File: src/rtl/axi4_pkg.sv
// ---------------------------------------------------------------------------
// axi4_pkg
// Definitions shared by the AXI4-over-NoC flit path: the injection arbiter,
// the FlitSerializer and the deserializer.
//   - Flit geometry: the payload width plus sideband fields set the default
//     injection flit width.
//   - Valid/tail flag positions, given as offsets from the flit MSB.
//   - Injection arbiter state encoding.
//   - rr_wrap_add: modular add for round-robin index arithmetic.
// ---------------------------------------------------------------------------
package axi4_pkg;

  localparam int AXI4S_FLIT_DATA_WIDTH = 64;
  localparam int DEST_BITS             = 3;
  localparam int VC_BITS               = 1;

  // Payload + valid + tail + destination + virtual channel.
  localparam int INJ_FLIT_WIDTH = AXI4S_FLIT_DATA_WIDTH + 2 + DEST_BITS + VC_BITS;

  // Bit FLIT_WIDTH-1 is valid and bit FLIT_WIDTH-2 is is_tail.
  localparam int FLIT_VALID_BIT_OFS = 1;
  localparam int FLIT_TAIL_BIT_OFS  = 2;

  typedef enum logic [0:0] {
    ARB  = 1'b0,
    LOCK = 1'b1
  } inj_arb_state_t;

  // (base + ofs) mod modulus. Both operands are already below the modulus,
  // so a single conditional subtract is enough. This gives an explicit wrap
  // at modulus-1 instead of relying on power-of-two overflow.
  function automatic int unsigned rr_wrap_add(
    input int unsigned base,
    input int unsigned ofs,
    input int unsigned modulus
  );
    int unsigned sum;
    sum = base + ofs;
    if (sum >= modulus) begin
      sum = sum - modulus;
    end else begin
      sum = sum;
    end
    return sum;
  endfunction

endpackage

File: src/rtl/rr_priority_pick.sv
// ---------------------------------------------------------------------------
// rr_priority_pick
// Purely combinational round-robin pick. It returns the first set request,
// scanning ptr, ptr+1, ..., NUM_IN-1, 0, ..., ptr-1.
// The scan works in three steps: rotate the request vector so that ptr sits
// at bit 0, priority-encode the lowest set bit, then rotate the result back.
// Ports:
//   req     in  [NUM_IN]  request vector
//   ptr     in  [IDXW]    highest-priority position, always < NUM_IN
//   gnt     out [NUM_IN]  one-hot grant, all-zero when there is no request
//   gnt_idx out [IDXW]    encoded grant, equal to ptr when there is no request
// ---------------------------------------------------------------------------
module rr_priority_pick
  import axi4_pkg::*;
#(
  parameter int NUM_IN = 5,
  localparam int IDXW = $clog2(NUM_IN)
) (
  input  logic [NUM_IN-1:0] req,
  input  logic [IDXW-1:0]   ptr,
  output logic [NUM_IN-1:0] gnt,
  output logic [IDXW-1:0]   gnt_idx
);

  logic [NUM_IN-1:0] w_rot;
  logic [IDXW-1:0]   w_ofs;
  logic              w_hit;

  // Rotate requests so that position ptr lands at bit 0.
  always_comb begin
    w_rot = '0;
    for (int k = 0; k < NUM_IN; k++) begin
      w_rot[k] = req[IDXW'(rr_wrap_add(32'(ptr), k, NUM_IN))];
    end
  end

  // Priority-encode the lowest set bit of the rotated vector.
  always_comb begin
    w_hit = 1'b0;
    w_ofs = '0;
    for (int k = 0; k < NUM_IN; k++) begin
      if (!w_hit && w_rot[k]) begin
        w_hit = 1'b1;
        w_ofs = IDXW'(k);
      end else begin
        w_hit = w_hit;
        w_ofs = w_ofs;
      end
    end
  end

  // Rotate the winning offset back into requester numbering.
  always_comb begin
    gnt_idx = IDXW'(rr_wrap_add(32'(w_ofs), 32'(ptr), NUM_IN));
    if (w_hit) begin
      gnt = {{(NUM_IN-1){1'b0}}, 1'b1} << gnt_idx;
    end else begin
      gnt = '0;
    end
  end

endmodule

File: src/rtl/flit_inject_arbiter.sv
// ---------------------------------------------------------------------------
// flit_inject_arbiter
// Merges NUM_IN AXI4 channel flit streams (AW, W, AR, R, B) into the single
// stream that feeds one FlitSerializer injection port.
//   - Arbitration is round-robin.
//   - Multi-flit packets are never interleaved: after a non-tail flit is
//     accepted, the same requester keeps the grant until its tail flit is
//     accepted.
//   - A one-entry output register breaks the combinational path from the
//     channel encoders to the serializer.
//   - out_ready reaches in_ready combinationally. The serializer's ready is a
//     register decode, so this path is short.
// Ports:
//   CLK        in                 clock
//   RST_N      in                 synchronous active-low reset
//   in_flit    in  [NUM_IN][FW]   flit from each requester
//   in_valid   in  [NUM_IN]       per-requester valid
//   in_ready   out [NUM_IN]       per-requester ready, at most one bit set
//   out_flit   out [FW]           registered flit to the serializer
//   out_valid  out                registered valid
//   out_ready  in                 serializer ready
//   grant_idx  out [IDXW]         requester that wrote out_flit (debug only)
// ---------------------------------------------------------------------------
module flit_inject_arbiter
  import axi4_pkg::*;
#(
  parameter int NUM_IN     = 5,
  parameter int FLIT_WIDTH = INJ_FLIT_WIDTH,
  localparam int IDXW      = $clog2(NUM_IN)
) (
  input  logic                  CLK,
  input  logic                  RST_N,
  input  logic [FLIT_WIDTH-1:0] in_flit [NUM_IN],
  input  logic [NUM_IN-1:0]     in_valid,
  output logic [NUM_IN-1:0]     in_ready,
  output logic [FLIT_WIDTH-1:0] out_flit,
  output logic                  out_valid,
  input  logic                  out_ready,
  output logic [IDXW-1:0]       grant_idx
);

  inj_arb_state_t        r_state;
  logic [IDXW-1:0]       r_ptr;
  logic [IDXW-1:0]       r_lock_idx;
  logic [FLIT_WIDTH-1:0] r_out_flit;
  logic                  r_out_valid;
  logic [IDXW-1:0]       r_grant_idx;

  logic [NUM_IN-1:0]     w_pick_gnt;
  logic [IDXW-1:0]       w_pick_idx;
  logic [NUM_IN-1:0]     w_lock_onehot;
  logic [NUM_IN-1:0]     w_grant;
  logic [IDXW-1:0]       w_grant_idx;
  logic                  w_can_load;
  logic                  w_accept;
  logic [FLIT_WIDTH-1:0] w_sel_flit;
  logic                  w_sel_tail;

  rr_priority_pick #(
    .NUM_IN (NUM_IN)
  ) u_pick (
    .req     (in_valid),
    .ptr     (r_ptr),
    .gnt     (w_pick_gnt),
    .gnt_idx (w_pick_idx)
  );

  assign w_lock_onehot = {{(NUM_IN-1){1'b0}}, 1'b1} << r_lock_idx;

  // In LOCK, only the owner of the open packet can be granted. Everyone else
  // stalls, even while the owner is idle between flits.
  always_comb begin
    w_grant     = '0;
    w_grant_idx = '0;
    case (r_state)
      ARB: begin
        w_grant     = w_pick_gnt;
        w_grant_idx = w_pick_idx;
      end
      LOCK: begin
        w_grant     = w_lock_onehot & in_valid;
        w_grant_idx = r_lock_idx;
      end
      default: begin
        w_grant     = '0;
        w_grant_idx = '0;
      end
    endcase
  end

  // The register can take a new flit when it is empty or is being drained.
  assign w_can_load = !r_out_valid || out_ready;

  // Ready stays low while reset is asserted, so nothing is handshaken during reset.
  always_comb begin
    if (RST_N && w_can_load) begin
      in_ready = w_grant;
    end else begin
      in_ready = '0;
    end
  end

  // w_grant is a subset of in_valid, so any ready bit means a transfer.
  assign w_accept   = |in_ready;
  assign w_sel_flit = in_flit[w_grant_idx];
  assign w_sel_tail = w_sel_flit[FLIT_WIDTH-FLIT_TAIL_BIT_OFS];

  // This block holds the arbitration state machine, the round-robin pointer
  // and the output register.
  always_ff @(posedge CLK) begin
    if (!RST_N) begin
      r_state     <= ARB;
      r_ptr       <= '0;
      r_lock_idx  <= '0;
      r_out_flit  <= '0;
      r_out_valid <= 1'b0;
      r_grant_idx <= '0;
    end else begin
      if (w_accept) begin
        r_out_flit  <= w_sel_flit;
        r_grant_idx <= w_grant_idx;
        r_out_valid <= 1'b1;
        case (r_state)
          ARB: begin
            if (w_sel_tail) begin
              r_ptr <= IDXW'(rr_wrap_add(32'(w_grant_idx), 32'd1, NUM_IN));
            end else begin
              r_lock_idx <= w_grant_idx;
              r_state    <= LOCK;
            end
          end
          LOCK: begin
            if (w_sel_tail) begin
              r_ptr   <= IDXW'(rr_wrap_add(32'(r_lock_idx), 32'd1, NUM_IN));
              r_state <= ARB;
            end else begin
              r_state <= LOCK;
            end
          end
          default: begin
            r_state <= ARB;
          end
        endcase
      end else if (out_ready) begin
        // Drain without refill. out_flit keeps its last value.
        r_out_valid <= 1'b0;
      end else begin
        r_out_valid <= r_out_valid;
      end
    end
  end

  assign out_flit  = r_out_flit;
  assign out_valid = r_out_valid;
  assign grant_idx = r_grant_idx;

endmodule

File: config.mk
export PLATFORM = sky130hd
export DESIGN_NAME = flit_inject_arbiter
export DESIGN_NICKNAME = d
export VERILOG_FILES = /design/src/rtl/axi4_pkg.sv /design/src/rtl/rr_priority_pick.sv /design/src/rtl/flit_inject_arbiter.sv
export SDC_FILE = /design/constraint.sdc
export NUM_CORES = 1
export LEC_CHECK = 0
export CAP_MARGIN = 10
export CORE_AREA = 5 5 167 169
export DETAILED_ROUTE_END_ITERATION = 8
export DIE_AREA = 0 0 172 174
export GPL_ROUTABILITY_DRIVEN = 0
export GPL_TIMING_DRIVEN = 0
export HOLD_SLACK_MARGIN = 0.12
export PLACE_DENSITY = 0.69
export SETUP_SLACK_MARGIN = 0.4
export SKIP_LAST_GASP = 1
export SLEW_MARGIN = 20
export SYNTH_ARGS = -nofsm -noshare
export SYNTH_HDL_FRONTEND = slang
export SYNTH_SLANG_ARGS = --single-unit
File: constraint.sdc
create_clock -name CLK -period 8.15 [get_ports CLK]
set_input_delay 1.63 -clock CLK [delete_from_list [all_inputs] [get_ports CLK]]
set_output_delay 1.63 -clock CLK [all_outputs]
set_load 0.01 [all_outputs]
# Yosys cells after proc, flatten, opt, wreduce, memory -nomap -nowiden
# Cells that the tools add are included.
# word_totals
regBits	81
latchBits	0
mem_bits_rw	0
romBits	0
in_bits	358
elab_cells	98
n_memories	0
# classes
n_addsub	15
n_mul	0
div_mod_pow	0
order_cmp	14
eq_ne	2
shifts	2
n_mux	40
n_bitwise	4
reduce_logical	15
# op_table
cell	count
$bmux W70 S3	1
$mux W70	2
$mux W3	11
$ge A4 B3 Y1 const B	7
$sub A3 B3 Y3 const B	8
$lt A3 B4 Y1 const B	5
$bmux W1 S3	5
$mux W1	14
$add A3 B1 Y4 const B	3
$pmux W3 S2	2
$mux W5	2
$pmux W5 S2	1
$shl A1 B3 Y5 const A	2
$add A3 B2 Y4 const B	2
$reduce_and A3 Y1	2
$and A5 B5 Y5	1
$logic_and A1 B1 Y1	5
$logic_not A1 Y1	5
$reduce_or A5 Y1	1
$add A3 B3 Y4	1
$add A3 B3 Y4 const B	1
$ge A4 B4 Y1 const B	1
$mux W2	2
$not A3 Y4	1
other kinds (6)	7

# Logic depth before layout (Yosys ltp)
# Gate-level depths: netlist of run 1.
# depth
ltp_word	27
mapped_depth	30
depth_no_buf	26

# Hierarchy
# Synthesis of run 1 repeated with hierarchy kept, for this count alone.
# hier_totals
cells_unflattened	886
hier_area_um2	7008.0
# modules_own_cells
mod	instances	cells_each	area_each_um2	seq_area_each_um2
flit_inject_arbiter	1	738	5854.4	1621.6
rr_priority_pick	1	148	1153.6	0.0

# Worst setup path before layout of run 1
# No wires, ideal clock.
# synth_path
kind	input-to-reg
startpoint	input port in_valid[3]
endpoint	register r_ptr[1]
arrival_time_ps	6907
setup_slack_ps	1173
cell_stages	24
n_path_buf	3
path_cell_list	clkbuf_1 > mux2i_1 > mux4_2 > o21bai_1 > o22ai_1 > nor2_1 > o21ba_2 > ha_1 > inv_1 > fa_1 > ha_1 > nor2b_1 > o211ai_2 > mux2i_1 > mux2i_1 > inv_2 > clkbuf_1 > buf_2 > ha_1 > a21oi_1 > a2111oi_0 > a21oi_1 > or4_1 > a21oi_1
# synth_via
elab_chain_len	25
elab_cells_between_ends	51
cone_classes	4 x add/sub; 2 x order compare; 2 x eq/ne; 1 x shift; 30 x mux; 2 x bitwise; 10 x reduce/logical
# synth_lines
element	line	source
start: declaration	flit_inject_arbiter.sv:34	input logic [NUM_IN-1:0] in_valid,
$bmux W1 S3	rr_priority_pick.sv:33	w_rot[k] = req[IDXW'(rr_wrap_add(32'(ptr), k, NUM_IN))];
$mux W1 (implied by the code)	rr_priority_pick.sv:33	
$mux W1	rr_priority_pick.sv:42	if (!w_hit && w_rot[k]) begin
$logic_not A1 Y1	rr_priority_pick.sv:42	
$logic_and A1 B1 Y1	rr_priority_pick.sv:42	
$mux W1	rr_priority_pick.sv:42	
$logic_not A1 Y1	rr_priority_pick.sv:42	
$logic_and A1 B1 Y1	rr_priority_pick.sv:42	
(+5 left out)	-	
$logic_and A1 B1 Y1	rr_priority_pick.sv:42	
$mux W3 (*)	rr_priority_pick.sv:42	
$add A3 B3 Y4 (*)	axi4_pkg.sv:38	sum = base + ofs;
$ge A4 B3 Y1 or $sub A3 B3 Y3 (tied branches)	axi4_pkg.sv:39, axi4_pkg.sv:40	
$mux W3 (*)	axi4_pkg.sv:39	if (sum >= modulus) begin
$pmux W3 S2 (*)	flit_inject_arbiter.sv:75	case (r_state)
via w_grant_idx[1]	flit_inject_arbiter.sv:53	logic [IDXW-1:0] w_grant_idx;
branches (longest 6 deep; another with $add A3 B1 Y4)	-	
end signal: assignment	flit_inject_arbiter.sv:126	r_ptr <= IDXW'(rr_wrap_add(32'(w_grant_idx), 32'd1, NUM_IN));
end signal: assignment	flit_inject_arbiter.sv:134	r_ptr <= IDXW'(rr_wrap_add(32'(r_lock_idx), 32'd1, NUM_IN));
end: declaration	flit_inject_arbiter.sv:43	logic [IDXW-1:0] r_ptr;
# Mark *: on every way through the listed nets, which the timed path passes. The select of a mux whose other input is x is not followed.
# A chain may end at the register's enable or synchronous reset.

# Worst setup path in the final report of run 1
# layout_path
startpoint	input port in_valid[2]
endpoint	output port in_ready[4]
# layout_via
elab_chain_len	22
elab_cells_between_ends	35
cone_classes	2 x add/sub; 1 x order compare; 1 x shift; 23 x mux; 8 x reduce/logical
# layout_lines
element	line	source
$bmux W1 S3	rr_priority_pick.sv:33	
$mux W1 (implied by the code)	rr_priority_pick.sv:33	
$mux W1	rr_priority_pick.sv:42	
$logic_not A1 Y1	rr_priority_pick.sv:42	
$logic_and A1 B1 Y1	rr_priority_pick.sv:42	
$mux W1	rr_priority_pick.sv:42	
$logic_not A1 Y1	rr_priority_pick.sv:42	
$logic_and A1 B1 Y1	rr_priority_pick.sv:42	
(+6 left out)	-	
$mux W3	rr_priority_pick.sv:42	
$add A3 B3 Y4	axi4_pkg.sv:38	
$ge A4 B3 Y1 or $sub A3 B3 Y3 (tied branches)	axi4_pkg.sv:39, axi4_pkg.sv:40	
$mux W3	axi4_pkg.sv:39	
$shl A1 B3 Y5	rr_priority_pick.sv:56	gnt = {{(NUM_IN-1){1'b0}}, 1'b1} << gnt_idx;
$mux W5 (*)	rr_priority_pick.sv:55	if (w_hit) begin
$pmux W5 S2 (*)	flit_inject_arbiter.sv:75	
$mux W5 (*)	flit_inject_arbiter.sv:96	if (RST_N && w_can_load) begin
end: declaration	flit_inject_arbiter.sv:35	output logic [NUM_IN-1:0] in_ready,
# Mark *: on every way between the ends. The rest lies on a longest branch, timed or not. The select of a mux whose other input is x is not followed.

==> results of run 1 <==
## routing by layer
metal	wire length [um]	vias to the layer above	global-route usage, %	part of all wire [%]
met4	724	0	5.57	2.1
li1	-	4178	-	-
met2	17100	330	37.7	50
met1	14200	4050	26.3	41
met3	2400	35	5.30	7.0
met5	0	-	0	0
## layout by cell type, fill, tap and decap left out, types with 3 or more instances in the layout
cell and n:
o21ai_0 80, and2_1 3, nor3_1 9, buf_1 10, dfxtp_1 80, buf_4 12, mux4_2 3, nand2b_1 4
clkbuf_16 9, a211oi_1 3, nor2b_1 5, inv_1 16, clkdlybuf4s50_1 427, nand3_1 85, mux2i_1 147, a21oi_1 27
a32oi_1 69, buf_2 12, dlymetal6s2s_1 3, nor3b_1 5, clkbuf_2 5, nand4_1 3, dlygate4sd2_1 3, o21ai_1 3
mux2_2 6, xnor2_1 6, nand2_1 159, inv_6 3, clkbuf_1 42, nor2_1 18, a31oi_1 3, and3_1 6
ha_1 21
## state kept, by name (all words and copies together), names as in the netlist
signal	flops
out_valid	1
r_ptr	3
r_lock_idx	3
r_state	1
grant_idx	3
out_flit	70
## cell usage after synthesis (5+ instances only)
library cell,instances,share of area [%]
nor3b_1,5,0.55
and3_1,6,0.55
mux2i_1,148,22
nand3_1,85,6.2
dfxtp_1,81,24
xnor2_1,7,0.89
clkbuf_1,47,2.6
a21oi_1,30,2.2
buf_1,10,0.55
nor3_1,9,0.65
inv_1,16,0.87
a32oi_1,69,8.8
buf_2,14,1.0
ha_1,21,3.8
o21ai_0,80,5.8
buf_4,6,0.65
mux2_2,6,0.98
nor2b_1,5,0.45
nor2_1,18,0.98
nand2_1,159,8.7
## worst max path at each step
stage,start,to,slack (ns),cells after the start
floorplan,in_valid[3],r_ptr[1]$_SDFFE_PN0P_,1.17,24
global placement,in_valid[2],r_ptr[1]$_SDFFE_PN0P_,-0.73,22
detailed placement,in_valid[2],r_ptr[1]$_SDFFE_PN0P_,-0.82,22
CTS,in_valid[2],r_ptr[1]$_SDFFE_PN0P_,0.41,22
global route,r_ptr[0]$_SDFFE_PN0P_,r_ptr[1]$_SDFFE_PN0P_,0.19,28
finish,in_valid[2],in_ready[4],0.56,18
## logic make-up after synthesis
group / count (synthesis) / share of synthesized area [%]
buffers and inverters: 98 / 6.16
muxes: 157 / 23.5
and+or+nand+nor: 307 / 20.2
xor gates and xnor gates: 8 / 1.02
adders and majority gates: 23 / 4.40
DFF: 81 / 23.5
AOI/OAI and AO/OA: 216 / 21.3
## power by group through the flow
stage	logic [mW]	registers (mW)	clock network [mW]
after CTS	4.07	0.705	0.480
final	4.05	0.705	0.465
after floorplan	2.49	0.775	0
after global routing	4.44	0.728	0.496
after global placement	3.98	0.707	0
after detailed placement	4.03	0.714	0
## through the flow
stage / power (mW) / area [um^2]
2_1_floorplan: 3.27 / 6890
3_3_place_gp: 4.69 / 11600
3_5_place_dp: 4.74 / 11600
4_1_cts: 5.25 / 12000
5_1_grt: 5.67 / 12100
6_report: 5.22 / 12100
## what timing repair did
action,4_1_cts,5_1_grt
endpoints found under the setup margin,77,17
buffers inserted,2,2
gates resized for setup,16,15
pin swaps,1,1
## worst max-delay path, delay by kind of cell
family	cells	cell delay, ns
compound gates	4	0.94
mux	3	1.09
buf+inv	4	0.88
simple gates	4	0.51
fa+ha+maj	3	0.91
## area by class of cell
type / instances / share of cell area, %
clock inverters: 6 / 0.787
inverters: 18 / 0.569
clock buffers: 10 / 1.98
flip-flops and latches: 81 / 13.4
multi-input cells: 711 / 40.5
well taps: 341 / 3.53
plain buffers: 80 / 3.06
repair buffers: 437 / 36.1
==> flow_metrics.tcl, run 1 <==
set metrics [dict create \
    power.switching_mw 2.61 \
    ys.flop_type "dfxtp_1" \
    cp.required_ns 6.52 \
    htreeDepth 3 \
    p_sw_share_pct 50.0 \
    initial_core_util_pct 26.1 \
    relSlewSlack_pct 39.3 \
    cts_hold_buffers 0 \
    synth.cell_area_um2 6890 \
    worstPathArrival_ns 5.96 \
    nFillCells 2676 \
    drc 0 \
    hold_viol_final 0 \
    synth-edff-count 0 \
    reg2regPathDepth 28 \
    slew_viol_final 0 \
    ys_seq_area_share_pct 23.5 \
    r2r_end "r_ptr[1]$_SDFFE_PN0P_" \
    period_share_pct 93.1 \
    viasPerCell 5.10 \
    seqPwrFrac_pct 13.5 \
    worstMarginPinSlew_ns 0.906 \
    cp_slowest_cell "fa_2" \
    multi_input_area_um2 4900 \
    antenna_found_initial 1 \
    fin_tns_setup_ns 0 \
    dr.pass1.iters 6 \
    ys_ff_latch 81 \
    postSynthCellCount 890 \
    power_density_nw_per_um2 432 \
    path_max_fanout 8 \
    rsz0062_at_grt "true" \
    synth.distinct_cells 59 \
    ios 437 \
    async_flop_share_pct 0 \
    core_um2 26400 \
    rrSetupSlack_ns 0.75 \
    dp_hpwl_mm 28.4 \
    final_util_pct 45.7 \
    worstHoldPathCells 2 \
    grt_pass1_wl_mm 49.6 \
    status "complete, no violations" \
    r2r_start "r_ptr[0]$_SDFFE_PN0P_" \
    peakVddDrop_mv 0.163 \
    ant_nets 0 \
    pre_cts_ws_ns -0.817 \
    drive_gt1_share_pct 5.66 \
    crit_path_start_kind "input port" \
    p_int_mw 2.61 \
    cp_slowest_stage_delay_ns 0.49 \
    cts.sinks 81 \
    min_to "out_flit[23]$_SDFFE_PN0P_" \
    grt_max_degree 16 \
    num_vias 8593 \
    syn_nets 1271 \
    crit_chain "dlygate4sd2_1 -> mux2_2 -> mux4_2 -> mux2_2 -> o21ba_2 -> ha_1 -> inv_1 -> fa_2 -> ha_1 -> nor2b_1 -> o211ai_2 -> buf_4 -> nand2_1 -> o2bb2ai_1 -> and2_2 -> nand2_1 -> a21oi_1 -> dlygate4sd2_1" \
    root_buffer "clkbuf_16" \
    critPathKind "input port to primary output" \
    track_usage_pct 21.6 \
    num_rows 60 \
    wl_per_cell_um 20.5 \
    die_area_um2 29900 \
    clk_latency_ns 0.34 \
    power_frac_comb_pct 77.6 \
    dieHeight_um 174 \
    fmax_ghz 0.132 \
    period_needed_ns 7.59 \
    hold_class "register to register" \
    die_w_um 172 \
    n_antenna_cell 0 \
    clockBufferDepth 2 \
    cts_tree "yes" \
    grt_pass1_vias 8520 \
    setup_viol 0 \
    seqCellArea_um2 1620 \
    numCtsBuffers 9 \
    clk_pin_slew_ns 0.06 \
    wirelength_mm 34.5 \
    layout_setup_ws_ns 0.563 \
    yosysWarnings 0 \
    post-place-cells 1664 \
    finalClockSkew_ns 0.0105 \
    clockPowerShare_pct 8.9 \
    worst_setup_path_end_kind "primary output" \
    p_leak_nw 4.53 \
    syn-mean-instance-area_um2 7.74 \
    holdWs_ns 0.469 \
    portBuffers 433 \
    hp-start "out_flit[23]$_SDFFE_PN0P_" \
    fin_cells 1684 \
    drt_iter0_markers 394 \
    cap_violations 0 \
    area_growth_pct 75.5 \
    gr-total-overflow 0 \
    nets 1719 \
]
(Power assumes the default switching activity.)
==> run 2, diff against run 1 <==
Settings changed: GPL_TIMING_DRIVEN 0 to unset.
==> run 2 against run 1 <==
  * First-iteration DRC count shrank 10%
  * Routed wire length shrank 12%
  * Via count shrank 3.8%
  * Largest power group unchanged
  * Clock skew is essentially flat
  * Critical path depth shrank 1
  * Non-clock buffer count shrank 63
  * Clock power shrank 2%
  * Count of clock-buffer cells in the layout shrank 1
  * Worst setup slack lost 0.064 ns
==> flow_metrics.tcl, run 2 (synthesis results as in run 1) <==
set metrics [dict create \
    status "complete, no violations" \
    holdWs_ns 0.473 \
    ios 437 \
    wirelength_mm 30.3 \
    fin_tns_setup_ns 0 \
    portBuffers 436 \
    nets 1656 \
    area_growth_pct 72.4 \
    worst_setup_path_end_kind "primary output" \
    highest_layer "met5" \
    track_usage_pct 18.8 \
    cts.sinks 81 \
    root_buffer "clkbuf_16" \
    die_area_um2 29900 \
    p_sw_share_pct 48.3 \
    cap_violations 0 \
    clockPowerShare_pct 9.3 \
    final_common_cell "clkdlybuf4s50_1" \
    peakVddDrop_mv 1.04 \
    htreeDepth 3 \
    hold_viol_final 0 \
    worstMarginPinSlew_ns 0.906 \
    p_int_mw 2.52 \
    fmax_ghz 0.131 \
    antenna_found_initial 1 \
    grt_max_degree 152 \
    pre_cts_ws_ns 0.128 \
    die_w_um 172 \
    drive_gt1_share_pct 5.16 \
    layout_setup_ws_ns 0.499 \
    clk_pin_slew_ns 0.06 \
    final_cell_mix "clkdlybuf4s50_1 (430), nand2_1 (159), mux2i_1 (147)" \
    largest_register_ffs 70 \
    cts_hold_buffers 0 \
    drc 0 \
    grt_pass1_wl_mm 45.0 \
    wl_per_cell_um 18.7 \
    initial_core_util_pct 26.1 \
    core_um2 26400 \
    cp.required_ns 6.52 \
    numCtsBuffers 9 \
    path_max_fanout 5 \
    critPathKind "input port to primary output" \
    met2WireLength_mm 15.5 \
    dieHeight_um 174 \
    drt_iter0_markers 354 \
    power_density_nw_per_um2 410 \
    gr-total-overflow 0 \
    num_rows 60 \
    rsz0062_at_grt "true" \
    grt_pass1_vias 8148 \
    wl_met3_mm 2.40 \
    finalClockSkew_ns 0.0102 \
    dr.pass1.iters 7 \
    ant_nets 0 \
    period_share_pct 93.9 \
    period_needed_ns 7.65 \
    power.switching_mw 2.35 \
    seqPwrFrac_pct 14.8 \
    clockBufferDepth 2 \
    num_vias 8264 \
    slew_viol_final 0 \
    worstPathArrival_ns 6.02 \
    cts_tree "yes" \
    hold_class "register to register" \
    relSlewSlack_pct 39.6 \
    power_frac_comb_pct 75.8 \
    m1WireLength_mm 11.8 \
    p_leak_nw 4.39 \
    crit_path_start_kind "input port" \
    dp_hpwl_mm 23.9 \
    viasPerCell 5.09 \
    clk_latency_ns 0.34 \
    setup_viol 0 \
]
==> run 2: cell types whose count changed in the layout (fill, tap and decap cells not counted), sizes merged <==
| cell | previous run | this run |
|---|---|---|
| dlymetal6s2s | 3 | 2 |
| inv | 20 | 21 |
| clkdlybuf4s50 | 427 | 430 |
| clkbuf | 58 | 11 |
| dlygate4sd2 | 3 | 1 |
| buf | 36 | 19 |
| diode | 0 | 1 |
==> run 2: power groups by stage <==
stage | logic (mW) | clock network, mW | registers [mW]
after global placement | 3.63 | 0 | 0.722
after floorplan | 2.49 | 0 | 0.775
after detailed placement | 3.69 | 0 | 0.730
after global routing | 4.08 | 0.485 | 0.744
final | 3.70 | 0.455 | 0.723
after CTS | 3.70 | 0.471 | 0.723
==> run 2: cell type report <==
type / instances / area (um^2)
Clock buffer: 9 / 225
Sequential cell: 81 / 1620
Timing Repair Buffer: 454 / 4530
Multi-Input combinational cell: 711 / 4900
Clock inverter: 7 / 100
Inverter: 18 / 75.1
Tap cell: 341 / 427
Antenna cell: 1 / 2.50
Fill cell: 2662 / 14500
==> run 2: path summary, 6_finish.rpt <==
check | slack (ns) | to | from | cells after the start
worst min-delay path | 0.47 | out_flit[63]$_SDFFE_PN0P_ | out_flit[63]$_SDFFE_PN0P_ | 2
worst max-delay path | 0.50 | in_ready[3] | in_valid[2] | 17
worst max register to register | 1.23 | r_ptr[1]$_SDFFE_PN0P_ | r_ptr[2]$_SDFFE_PN0P_ | 26
worst min register to register | 0.47 | out_flit[63]$_SDFFE_PN0P_ | out_flit[63]$_SDFFE_PN0P_ | 2
==> run 2: metrics by stage <==
| step | utilization [%] | power, mW | std cells | area [um^2] |
|---|---|---|---|---|
| floorplan | - | 3.27 | 890 | 6890 |
| global placement | 43.6 | 4.35 | 1603 | 11500 |
| detailed placement | 43.6 | 4.42 | 1603 | 11500 |
| CTS | 44.8 | 4.90 | 1619 | 11800 |
| global route | 44.9 | 5.31 | 1621 | 11900 |
| finish | 44.9 | 4.87 | 1622 | 11900 |
==> run 2: what timing repair did <==
| item | CTS | global route |
|---|---|---|
| endpoints found under the setup margin | 4 | 4 |
| setup buffers | 0 | 2 |
| pin swaps | 0 | 2 |
| gates resized for setup | 5 | 12 |
==> run 2: critical path, stage by stage <==
cell and delay, ns:
clkdlybuf4s50_1 0.44, mux2_2 0.29, mux4_2 0.46, mux2_2 0.30
o21ba_2 0.23, ha_1 0.15, inv_1 0.06, fa_2 0.60
ha_2 0.22, nor2b_1 0.17, o211ai_2 0.20, xnor2_2 0.25
nand2_1 0.10, nor2_1 0.15, nand3_1 0.08, o21ai_0 0.11
clkdlybuf4s50_1 0.59
==> run 2: per-layer routing <==
layer / track usage [%] / vias up
met1: 22.2 / 3832
met5: 0 / -
met3: 4.66 / 42
li1: - / 4048
met2: 34.0 / 340
met4: 4.52 / 2
